[src/rtl/mult_ctrl_pkg.sv]
// Shared types and defaults for the ROM -> multiplier -> RAM batch sequencer.
// Holds the state encoding, the batch-size defaults and the n_jobs saturation helper.
package mult_ctrl_pkg;

    localparam int ADDR_W_DEF   = 3;
    localparam int MAX_JOBS_DEF = 8;

    // st_out encodings are visible on board LEDs; keep them fixed.
    typedef enum logic [3:0] {
        ST_IDLE   = 4'd0,
        ST_FETCH  = 4'd1,
        ST_LAUNCH = 4'd2,
        ST_WAIT   = 4'd3,
        ST_WRITE  = 4'd4,
        ST_NEXT   = 4'd5,
        ST_FIN    = 4'd6
    } state_t;

    // Clamp a requested batch size to the address space.
    function automatic logic [31:0] sat_jobs(
        input logic [31:0] n,
        input logic [31:0] max_n
    );
        return (n > max_n) ? max_n : n;
    endfunction

endpackage

[src/rtl/mult_batch_ctrl.sv]
// Batch sequencer: for job i reads ROM[a_base+i], ROM[b_base+i], launches the
// multiplier, waits for mul_done and writes RAM[r_base+i]; repeats for n jobs.
// Ports:
//   clk, rst                         clock, synchronous active-high reset
//   start, abort                     batch request / cancel
//   n_jobs, a_base, b_base, r_base   batch setup, sampled with start
//   rom_en, rom_adr1, rom_adr2       ROM read strobe and operand addresses
//   mul_start, mul_done              multiplier launch pulse / product valid
//   ram_we, ram_adr                  RAM write strobe and address
//   busy, done, jobs_done, st_out    status
module mult_batch_ctrl
    import mult_ctrl_pkg::*;
#(
    parameter int ADDR_W   = ADDR_W_DEF,
    parameter int MAX_JOBS = MAX_JOBS_DEF
) (
    input  logic              clk,
    input  logic              rst,
    input  logic              start,
    input  logic              abort,
    input  logic [ADDR_W:0]   n_jobs,
    input  logic [ADDR_W-1:0] a_base,
    input  logic [ADDR_W-1:0] b_base,
    input  logic [ADDR_W-1:0] r_base,
    output logic              rom_en,
    output logic [ADDR_W-1:0] rom_adr1,
    output logic [ADDR_W-1:0] rom_adr2,
    output logic              mul_start,
    input  logic              mul_done,
    output logic              ram_we,
    output logic [ADDR_W-1:0] ram_adr,
    output logic              busy,
    output logic              done,
    output logic [ADDR_W:0]   jobs_done,
    output logic [3:0]        st_out
);

    localparam int NW = ADDR_W + 1;

    state_t            r_state;
    state_t            w_next;
    logic [ADDR_W:0]   r_n;
    logic [ADDR_W-1:0] r_a;
    logic [ADDR_W-1:0] r_b;
    logic [ADDR_W-1:0] r_r;
    logic [ADDR_W-1:0] r_i;
    logic [ADDR_W:0]   r_jobs;
    logic [ADDR_W-1:0] r_rom1;
    logic [ADDR_W-1:0] r_rom2;
    logic [ADDR_W-1:0] r_ram;

    logic [ADDR_W:0]   w_n_sat;
    logic [ADDR_W-1:0] w_rom1;
    logic [ADDR_W-1:0] w_rom2;
    logic [ADDR_W-1:0] w_ram;
    logic              w_last;

    assign w_n_sat = NW'(sat_jobs(32'(n_jobs), MAX_JOBS));

    // Address sums wrap naturally at 2**ADDR_W.
    assign w_rom1 = r_a + r_i;
    assign w_rom2 = r_b + r_i;
    assign w_ram  = r_r + r_i;
    assign w_last = ({1'b0, r_i} == (r_n - NW'(1)));

    always_ff @(posedge clk) begin
        if (rst) begin
            r_state <= ST_IDLE;
            r_n     <= '0;
            r_a     <= '0;
            r_b     <= '0;
            r_r     <= '0;
            r_i     <= '0;
            r_jobs  <= '0;
            r_rom1  <= '0;
            r_rom2  <= '0;
            r_ram   <= '0;
        end else begin
            r_state <= w_next;
            unique case (r_state)
                ST_IDLE: begin
                    if (start) begin
                        r_n    <= w_n_sat;
                        r_a    <= a_base;
                        r_b    <= b_base;
                        r_r    <= r_base;
                        r_i    <= '0;
                        r_jobs <= '0;
                    end
                end
                ST_FETCH: begin
                    r_rom1 <= w_rom1;
                    r_rom2 <= w_rom2;
                end
                ST_WRITE: begin
                    // The write issued this cycle counts even if aborted.
                    r_ram  <= w_ram;
                    r_jobs <= r_jobs + NW'(1);
                end
                ST_NEXT: begin
                    if (!w_last) begin
                        r_i <= r_i + ADDR_W'(1);
                    end
                end
                default: begin
                end
            endcase
        end
    end

    always_comb begin
        w_next    = r_state;
        rom_en    = 1'b0;
        mul_start = 1'b0;
        ram_we    = 1'b0;
        done      = 1'b0;
        unique case (r_state)
            ST_IDLE: begin
                if (start) begin
                    w_next = (w_n_sat == '0) ? ST_FIN : ST_FETCH;
                end
            end
            ST_FETCH: begin
                rom_en = 1'b1;
                w_next = ST_LAUNCH;
            end
            ST_LAUNCH: begin
                // mul_done seen here is stale; WAIT is always visited.
                mul_start = 1'b1;
                w_next    = ST_WAIT;
            end
            ST_WAIT: begin
                if (mul_done) begin
                    w_next = ST_WRITE;
                end
            end
            ST_WRITE: begin
                ram_we = 1'b1;
                w_next = ST_NEXT;
            end
            ST_NEXT: begin
                w_next = w_last ? ST_FIN : ST_FETCH;
            end
            ST_FIN: begin
                done   = 1'b1;
                w_next = ST_IDLE;
            end
            default: begin
                w_next = ST_IDLE;
            end
        endcase
        if (abort && (r_state != ST_IDLE) && (r_state != ST_FIN)) begin
            w_next = ST_IDLE;
        end
    end

    // Addresses show the live sum in their strobe cycle, then hold.
    always_comb begin
        rom_adr1 = (r_state == ST_FETCH) ? w_rom1 : r_rom1;
        rom_adr2 = (r_state == ST_FETCH) ? w_rom2 : r_rom2;
        ram_adr  = (r_state == ST_WRITE) ? w_ram : r_ram;
    end

    assign busy      = (r_state != ST_IDLE);
    assign jobs_done = r_jobs;
    assign st_out    = r_state;

endmodule

[config.mk]
export PLATFORM = sky130hd
export DESIGN_NAME = mult_batch_ctrl
export DESIGN_NICKNAME = d
export VERILOG_FILES = /design/src/rtl/mult_ctrl_pkg.sv /design/src/rtl/mult_batch_ctrl.sv
export SDC_FILE = /design/constraint.sdc
export NUM_CORES = 1
export LEC_CHECK = 0
export BUFFER_PORTS_ARGS = -buffer_cell sky130_fd_sc_hd__buf_2
export CAP_MARGIN = 30
export CORE_MARGIN = 2
export CORE_UTILIZATION = 40
export CTS_BUF_LIST = sky130_fd_sc_hd__clkbuf_8
export CTS_CLUSTER_SIZE = 40
export DETAILED_ROUTE_END_ITERATION = 8
export PLACE_DENSITY = 0.7
export REMOVE_ABC_BUFFERS = 1
export SYNTH_ARGS = -nofsm -noshare
export SYNTH_HDL_FRONTEND = slang
export SYNTH_SLANG_ARGS = --single-unit
[constraint.sdc]
create_clock -name clk -period 5.1 [get_ports clk]
set_input_delay 0.765 -clock clk [delete_from_list [all_inputs] [get_ports clk]]
set_output_delay 0.765 -clock clk [all_outputs]
set_load 0.01 [all_outputs]
==> impl_metrics.json <==
{
  "status": "finished, final reports clean",
  "reg2regPathDepth": 7,
  "syn-cell-area_mm2": 0.00168,
  "antenna_cells": 0,
  "ys_top_cells_by_count": "nand2_1 (34), dfxtp_1 (32), a21oi_1 (24), nor2_1 (15), inv_1 (12)",
  "min_path_type": "reg -> reg",
  "p_per_area_mw_per_mm2": 291,
  "hp-start": "r_b[1]$_SDFFE_PP0P_",
  "crit_path_frequent_cell": "xnor2_1",
  "synth_edf_count": 0,
  "reg2reg_from": "r_n[0]$_SDFFE_PP0P_",
  "port_buffers": 38,
  "postCtsSetupRepairBufs": 0,
  "routed-wl-met2_um": 1590,
  "die_area_mm2": 0.00473,
  "min_to": "r_b[1]$_SDFFE_PP0P_",
  "finalSetupTns_ns": 0,
  "ctsHoldBuffers": 0,
  "synth.most_common_cell": "nand2_1",
  "synth_flop_cell": "dfxtp_1",
  "crit_path_top_delay_cell": "dfxtp_1",
  "utilization": 0.487,
  "worstPathMaxFanout": 7,
  "cts.htree.levels": 2,
  "skew_ns": 0.00325,
  "cp_cell_sequence": "ha_1 -> inv_1 -> fa_1 -> xnor2_1 -> xnor2_1 -> a21oi_1 -> buf_2",
  "fmaxAchievable_mhz": 357,
  "ys_warn_count": 0,
  "clk_latency_ns": 0.28,
  "crit_required_ns": 4.34,
  "final.period_utilization": 0.549,
  "ant_nets": 0,
  "vias_per_cell": 4.95,
  "drc": 0,
  "ys_ff_latch": 32,
  "drive_gt1_frac": 0.218,
  "synth-seq-area-share": 0.382,
  "period_needed_ns": 2.80,
  "wirelength_um": 3520,
  "wl_met3_um": 177,
  "final_area_mm2": 0.00196,
  "synth_top_area_frac": 0.382,
  "fp.dieW_um": 68.8,
  "rrSetupSlack_ns": 3.23,
  "async_flop_share": 0,
  "dp_hpwl_um": 2570,
  "r2r-end": "r_i[2]$_SDFFE_PP0P_",
  "tightest_slew_ns": 0.645,
  "wl_met1_um": 1690,
  "crit_type": "reg -> out",
  "rsz0062_at_grt": "false",
  "post_cts_resized": 0,
  "nNetsFinal": 269,
  "yosys.area.top_type": "dfxtp_1",
  "synthToLayoutAreaGrowth_pct": 16.8,
  "power.leakage_nw": 0.848,
  "grt_pass1_wl_um": 5530,
  "drt_iter0_drc": 47,
  "io_pins": 40,
  "finalHoldViolCount": 0,
  "core_area_mm2": 0.00403,
  "cts_sinks": 32,
  "place_area_mm2": 0.00187,
  "cp.arrival_ns": 2.04,
  "synth_cell_types": 42,
  "slew_headroom": 0.570,
  "gr-total-overflow": 0,
  "top_layer": "met4",
  "grt_max_degree": 22,
  "hold_depth": 2,
  "avgRoutedWirePerCell_um": 12.0,
  "antenna_found_initial": 0,
  "synth_area_per_cell_um2": 8.03,
  "drv_slew": 0,
  "setup_viol": 0,
  "die_height_um": 68.8,
  "netlist_top_cells_area": "dfxtp_1 (38%), nand2_1 (7.6%), a21oi_1 (7.2%)",
  "grt_pass1_vias": 1278,
  "rows": 23,
  "critPathTopFamily": "adder cells",
  "cp.buffers_inverters": 2,
  "syn_inst": 209,
  "start_util": 0.417,
  "vias": 1449,
  "grt_usage": 0.162,
  "ir_drop_mv": 0.121,
  "place.gp.congestion": 0.793,
  "ctsLongestPathBuffers": 2,
  "crit_path_max_incr_delay_ns": 0.48,
  "critPathLaunchType": "flip-flop",
  "drt-pass1-iter-count": 4,
  "cts_tree": "built",
  "path_clk_slew_ns": 0.06,
  "cts-root-buf": "clkbuf_8",
  "fill_cells": 424,
  "cts_buffers": 5,
  "maxCapViolations": 0,
  "end_kind": "output port"
}
==> worst reg2reg max path, cell delays in order (launching register included) <==
cell and delay, ns:
dfxtp_1 0.40, inv_1 0.07, ha_1 0.20, xor2_1 0.15
or3b_1 0.38, a21oi_2 0.24, nand2b_1 0.20, o31ai_1 0.10
==> sequential cells by signal (all words and copies together) (netlist names) <==
name       count
jobs_done      4
r_a            3
r_b            3
r_i            3
r_n            4
r_r            3
r_ram          3
r_rom1         3
r_rom2         3
st_out         3
==> through the flow <==
stage	setup slack, ns	instances	hold slack [ns]	power, mW
global placement	2.29	284	0.444	0.380
CTS	2.29	293	0.463	0.579
floorplan	2.46	196	0.430	0.345
finish	2.30	293	0.464	0.571
detailed placement	2.64	285	0.454	0.383
global route	2.16	293	0.490	0.605
==> area by class of cell <==
cell class                 count  area, um^2  area share
inverter                      14        55.1      0.0281
clock buffer                   6        82.6      0.0421
multi-input combinational    150         917       0.468
tap                           50        62.6      0.0319
sequential                    32         641       0.327
timing repair buffer          39         195      0.0996
clock inverter                 2        7.51     0.00383
==> logic make-up (layout without fill, tap and decap cells) <==
kind of cell	after synthesis	in the layout	synth area share
mux	2	2	0.0134
compound gates	42	42	0.146
buf+inv	27	61	0.0723
simple gates	86	86	0.252
flops	32	32	0.382
xor+xnor	10	10	0.0522
other cells	1	1	0.00223
fa+ha+maj	9	9	0.0805
==> placed cells by master, fill, tap and decap left out, types with 2 or more instances in the layout <==
cell,n
a21oi_1,24
a21oi_2,2
a31oi_1,2
and2_1,11
buf_2,39
clkbuf_8,6
dfxtp_1,32
fa_1,3
ha_1,6
inv_1,14
mux2_2,2
nand2_1,34
nand2b_1,2
nand3_1,4
nand3b_1,4
nor2_1,15
nor2b_1,2
nor3_1,3
nor3b_1,2
o21ai_0,6
or3_1,3
xnor2_1,6
xor2_1,4
==> routing by layer <==
metal	global-route usage	up-vias
met2	0.268	32
met3	0.0487	6
met1	0.191	657
met4	0.0735	0
met5	0	-
li1	-	754
==> worst max-delay path by stage <==
stage                           start           to  slack (ns)  cells past startpoint
3_3_place_gp   st_out[0]$_SDFFE_PP0P_  rom_adr1[0]        2.29                      3
3_5_place_dp      r_i[0]$_SDFFE_PP0P_   ram_adr[2]        2.64                      7
5_1_grt           r_i[0]$_SDFFE_PP0P_   ram_adr[2]        2.16                      7
2_1_floorplan  st_out[0]$_SDFFE_PP0P_  rom_adr1[0]        2.46                      2
6_report          r_i[0]$_SDFFE_PP0P_   ram_adr[2]        2.30                      7
4_1_cts           r_i[0]$_SDFFE_PP0P_   ram_adr[2]        2.29                      7
==> report_power, final <==
part | leakage, nW | switching (mW) | internal [mW]
clock network | 0.0538 | 0.0884 | 0.106
logic | 0.534 | 0.0583 | 0.0421
registers | 0.261 | 0.0117 | 0.264
total | 0.848 | 0.158 | 0.412
Note: power is estimated with default switching activity, not from simulation.
